**src/rtl/lift_platform.sv**
```systemverilog
// Frame-paced lift platform: lowers while the pressure plate is held, dwells at the bottom,
// and returns to rest only when built with LIFT_AUTO_RETURN_EN (otherwise it is one-shot).
module lift_platform #(
    parameter logic [9:0] TOP_Y       = 10'd300,
    parameter logic [9:0] BOTTOM_Y    = 10'd360,
    parameter logic [3:0] STEP        = 4'd2,
    parameter logic [7:0] HOLD_FRAMES = 8'd60
) (
    input  logic       Clk,
    input  logic       Reset,
    input  logic       frame_clk,
    input  logic       button_active,
    input  logic       blocked,
    output logic [9:0] plat_y,
    output logic       moving,
    output logic       at_bottom
);

    typedef enum logic [2:0] {
        S_TOP    = 3'd0,
        S_LOWER  = 3'd1,
        S_BOTTOM = 3'd2,
        S_DWELL  = 3'd3,
        S_RAISE  = 3'd4
    } state_t;

    // A zero hold time behaves like a single-frame dwell.
    localparam logic [7:0] HOLD_LAST = (HOLD_FRAMES == 8'd0) ? 8'd0 : HOLD_FRAMES - 8'd1;

    state_t     state_q, state_d;
    logic [9:0] plat_y_q, plat_y_d;
    logic [7:0] dwell_q, dwell_d;
    logic       frame_clk_q;
    logic       moving_q, moving_d;
    logic       at_bottom_q, at_bottom_d;
    logic       tick;

    function automatic logic [9:0] step_down(input logic [9:0] y);
        logic [10:0] sum;
        sum = {1'b0, y} + {7'b0, STEP};
        return (sum > {1'b0, BOTTOM_Y}) ? BOTTOM_Y : sum[9:0];
    endfunction

    function automatic logic [9:0] step_up(input logic [9:0] y);
        logic [10:0] floor_plus_step;
        floor_plus_step = {1'b0, TOP_Y} + {7'b0, STEP};
        return ({1'b0, y} >= floor_plus_step) ? (y - {6'b0, STEP}) : TOP_Y;
    endfunction

    assign tick = frame_clk & ~frame_clk_q;

    always_ff @(posedge Clk or posedge Reset) begin
        if (Reset) begin
            state_q     <= S_TOP;
            plat_y_q    <= TOP_Y;
            dwell_q     <= 8'd0;
            frame_clk_q <= 1'b0;
            moving_q    <= 1'b0;
            at_bottom_q <= 1'b0;
        end else begin
            state_q     <= state_d;
            plat_y_q    <= plat_y_d;
            dwell_q     <= dwell_d;
            frame_clk_q <= frame_clk;
            moving_q    <= moving_d;
            at_bottom_q <= at_bottom_d;
        end
    end

    always_comb begin
        state_d  = state_q;
        plat_y_d = plat_y_q;
        dwell_d  = dwell_q;
        case (state_q)
            S_TOP: begin
                plat_y_d = TOP_Y;
                if (tick && button_active) state_d = S_LOWER;
            end
            S_LOWER: begin
                if (tick) begin
`ifdef LIFT_AUTO_RETURN_EN
                    // Releasing the plate reverses immediately, even while blocked.
                    if (!button_active) begin
                        plat_y_d = step_up(plat_y_q);
                        state_d  = (step_up(plat_y_q) == TOP_Y) ? S_TOP : S_RAISE;
                    end else
`endif
                    if (!blocked) begin
                        plat_y_d = step_down(plat_y_q);
                        if (step_down(plat_y_q) == BOTTOM_Y) state_d = S_BOTTOM;
                    end
                end
            end
            S_BOTTOM: begin
                if (tick) begin
                    state_d = S_DWELL;
                    dwell_d = 8'd0;
                end
            end
            S_DWELL: begin
                if (tick) begin
                    if (dwell_q >= HOLD_LAST) begin
                        dwell_d = HOLD_LAST;
`ifdef LIFT_AUTO_RETURN_EN
                        if (!button_active) state_d = S_RAISE;
`endif
                    end else begin
                        dwell_d = dwell_q + 8'd1;
                    end
                end
            end
            S_RAISE: begin
                if (tick) begin
                    plat_y_d = step_up(plat_y_q);
                    if (step_up(plat_y_q) == TOP_Y) state_d = S_TOP;
                end
            end
            default: begin
                state_d  = S_TOP;
                plat_y_d = TOP_Y;
                dwell_d  = 8'd0;
            end
        endcase
    end

    // Status flags follow the next state so they switch on the same edge as the state.
    always_comb begin
        moving_d    = (state_d == S_LOWER) || (state_d == S_RAISE);
        at_bottom_d = (state_d == S_BOTTOM) || (state_d == S_DWELL);
    end

    assign plat_y    = plat_y_q;
    assign moving    = moving_q;
    assign at_bottom = at_bottom_q;

endmodule

```
**config.mk**
```make
export PLATFORM = sky130hd
export DESIGN_NAME = lift_platform
export DESIGN_NICKNAME = d
export VERILOG_FILES = /design/src/rtl/lift_platform.sv
export SDC_FILE = /design/constraint.sdc
export NUM_CORES = 1
export LEC_CHECK = 0
export BUFFER_PORTS_ARGS = -buffer_cell sky130_fd_sc_hd__buf_4
export CORE_MARGIN = 5
export CORE_UTILIZATION = 58
export CTS_CLUSTER_DIAMETER = 200
export DETAILED_ROUTE_END_ITERATION = 8
export HOLD_SLACK_MARGIN = 0.15
export PLACE_DENSITY = 0.89
export SYNTH_ARGS = -nofsm -noshare
export SYNTH_HDL_FRONTEND = slang
export SYNTH_SLANG_ARGS = --single-unit
```
**constraint.sdc**
```tcl
create_clock -name Clk -period 2.8 [get_ports Clk]
set_input_delay 0 -clock Clk [delete_from_list [all_inputs] [get_ports Clk]]
set_output_delay 0 -clock Clk [all_outputs]
set_load 0.05 [all_outputs]
```
==> impl_metrics.csv <==
group,metric,value,unit
outcome,status,"finished clean",
synthesis,synthArstFlopShare,100,%
route,drc,0,
cts,clk_path_buf_depth,2,
timing,holdWs,0.194,ns
timing,period_needed,2.63,ns
cts,cts_tree,"done",
route,vias,1404,
route,final_antenna_net_count,0,
timing,fin_setup_tns,0,ns
synthesis,syn-num-nets,177,
global_routing,use_met3,3.92,%
global_routing,grtUsageMet1,29.5,%
floorplanning,die_y,59.4,um
power_and_ir_drop,power.density,906,nW/um2
timing,rsz0062_at_grt,"false",
synthesis,synth_seq_area_share,28.6,%
worst_setup_path,arrival,2.82,ns
timing,tightestPinTransition,0.603,ns
synthesis,synth_ff_type,"dfrtp_1",
global_routing,grt_usage,22.0,%
synthesis,netlist_area,1420,um2
worst_setup_path,worst-path-max-fanout,12,
place,io_buffers,16,
worst_setup_path,critical_path_required,2.98,ns
global_routing,busiest_layer,"met2",
cts,cts.reportedPaths.clkPinSlew,0.09,ns
cts,clock_latency,0.29,ns
floorplanning,start_util,62.2,%
worst_setup_path,cp-start-kind,"flip-flop",
layout,fin_nets,190,
synthesis,synth_largest_area_cell,"dfrtp_1",
synthesis,synth_mux_area_share,1.50,%
cts,clockRootBuffer,"clkbuf_4",
synthesis,synth_compound_area_share,28.6,%
global_routing,met2_usage,34.0,%
worst_setup_path,critPathKind,"reg -> reg",
worst_setup_path,end_kind,"flip-flop",
cts,cts.sinks,16,
cts,cts_max_level,1,
floorplanning,rows,17,
synthesis,synth_simple_gate_area_share,24.8,%
global_routing,antenna_found_initial,0,
run,drv_cap,0,
global_routing,grt_pass1_vias,1294,
route,firstDrtPassIters,5,
synthesis,synth_cells,170,
global_routing,grt_max_degree,23,
timing,maxSlewHeadroom,59.8,%
cts,post_cts_buffers,0,
synthesis,synth_common_cells,"nor2_1, a21oi_1, dfrtp_1",
synthesis,synth_xor_area_share,3.63,%
floorplanning,core,2280,um2
global_routing,grt_pass1_wl,6.00,mm
synthesis,yosys_register_bits,16,
floorplanning,num_io_pins,17,
floorplanning,die-area,3530,um2
synthesis,avgSynthCellArea,8.32,um2
timing,setup_viol,0,
timing,period_share,94.0,%
power_and_ir_drop,leakage,0.636,nW
route,routed_wirelength,3.54,mm
timing,maxSlewViolCount,0,
route,wl_per_cell,16.9,um
synthesis,synth_adder_area_share,1.77,%
layout,area_delta_synth_final,7.78,%
synthesis,synth_most_common_cell,"nor2_1",
place,dpl.hpwl,2.55,mm
cts,cts_resized,0,
synthesis,synth_cell_types,64,
min_path,hold_class,"in -> reg",
synthesis,synth_edf_count,0,
synthesis,yosys_warnings,0,
synthesis,yosys.area.top_type_share,21.2,%
route,viasPerCell,6.69,
layout,drive_gt1_share,22.5,%
power_and_ir_drop,ir_drop,727,uV
cts,numCtsBuffers,3,
global_routing,overflow,0,
place,place_congestion,0.968,
timing,finalHoldViolations,0,
timing,fin_skew,0.00127,ns
timing,clock.fmax,380,MHz
floorplanning,die_w,59.4,um
layout,insertedDiodeCount,0,
synthesis,synth_top_family_by_area,"compound AO/OA/AOI/OAI gates",
route,first_iter_violations,110,
synthesis,synthTopCellsByArea,"dfrtp_1, dfstp_2, a21oi_1",
-- metrics by stage --
stage               cells  utilization, %  total power [mW]  area [um2]  worst slack [ns]
floorplan             170               -              1.09        1420             0.319
global placement      203            64.1              1.18        1460             0.283
detailed placement    203            64.1              1.21        1460             0.239
CTS                   210            67.0              1.37        1530             0.200
global route          210            67.0              1.48        1530           0.00743
finish                210            67.0              1.38        1530             0.168
-- area by class of cell --
cell class	instances	area (um2)
Tap cell	28	35.0
Timing Repair Buffer	20	158
Multi-Input combinational cell	132	853
Inverter	10	37.5
Clock buffer	4	36.3
Fill cell	183	751
Sequential cell	16	405
-- registers in the layout, indices dropped and copies added, names as in the netlist --
signal	cells
frame_clk_q	1
at_bottom	1
moving	1
plat_y	10
state_q	3
-- kinds of logic (layout without fill, tap and decap cells) --
group / after synthesis / in the layout
and+or+nand+nor: 65 / 65
AOI/OAI and AO/OA: 58 / 58
buffers and inverters: 22 / 34
DFF: 16 / 16
xor gates and xnor gates: 5 / 5
adders and majority gates: 2 / 2
muxes: 2 / 2
-- cells in the final DEF, fill, tap and decap left out, types with 2 or more instances in the layout --
cell type / n
buf_4: 17
nand3_1: 5
nor2_1: 18
and4_1: 2
a211oi_1: 3
dlygate4sd3_1: 3
o22ai_1: 2
nand4_1: 2
nand2_1: 10
nand2_2: 2
and3_1: 2
a21oi_2: 2
a31o_2: 2
o31ai_1: 2
ha_1: 2
o21a_1: 2
inv_1: 10
o21ai_1: 4
nor3_1: 8
nand2b_1: 2
o21ai_0: 6
a21oi_1: 16
dfstp_2: 4
dfrtp_1: 12
nor2b_1: 2
clkbuf_4: 3
xnor2_1: 3
-- power breakdown --
part           internal, mW  leakage [nW]  switching (mW)
combinational         0.279         0.413           0.492
clock                0.0793        0.0210          0.0756
sequential            0.301         0.203           0.155
total                 0.659         0.636           0.722
-- worst max-delay path: stages (launching register included) --
cell and delay, ns:
dfstp_2 0.66, ha_1 0.20, and3_1 0.28, nand3_1 0.15, xnor2_2 0.21, and4_1 0.17
a211oi_2 0.46, nor2_1 0.13, o31a_1 0.26
-- worst paths after layout --
kind	to	startpoint	depth (start not counted)	slack (ns)
setup / recovery	plat_y[0]	plat_y[2]	8	0.17
hold / removal	at_bottom	blocked	4	0.19
setup reg to reg	plat_y[0]	plat_y[2]	8	0.17
hold reg to reg	at_bottom	state_q[2]	1	0.56
max in group asynchronous	plat_y[7]	Reset	3	2.08
min in group asynchronous	plat_y[0]	Reset	3	0.33
-- what timing repair did --
action	in CTS	in global routing
endpoints found under the hold margin	15	0
endpoints found under the setup margin	0	0
hold buffers	3	0
-- per-layer routing --
metal	wire length, um	part of all wire (%)
met5	0	0
met4	65	1.8
met3	302	8.5
met2	1670	47
met1	1500	42
No activity file was read; power rests on OpenSTA's default activity.
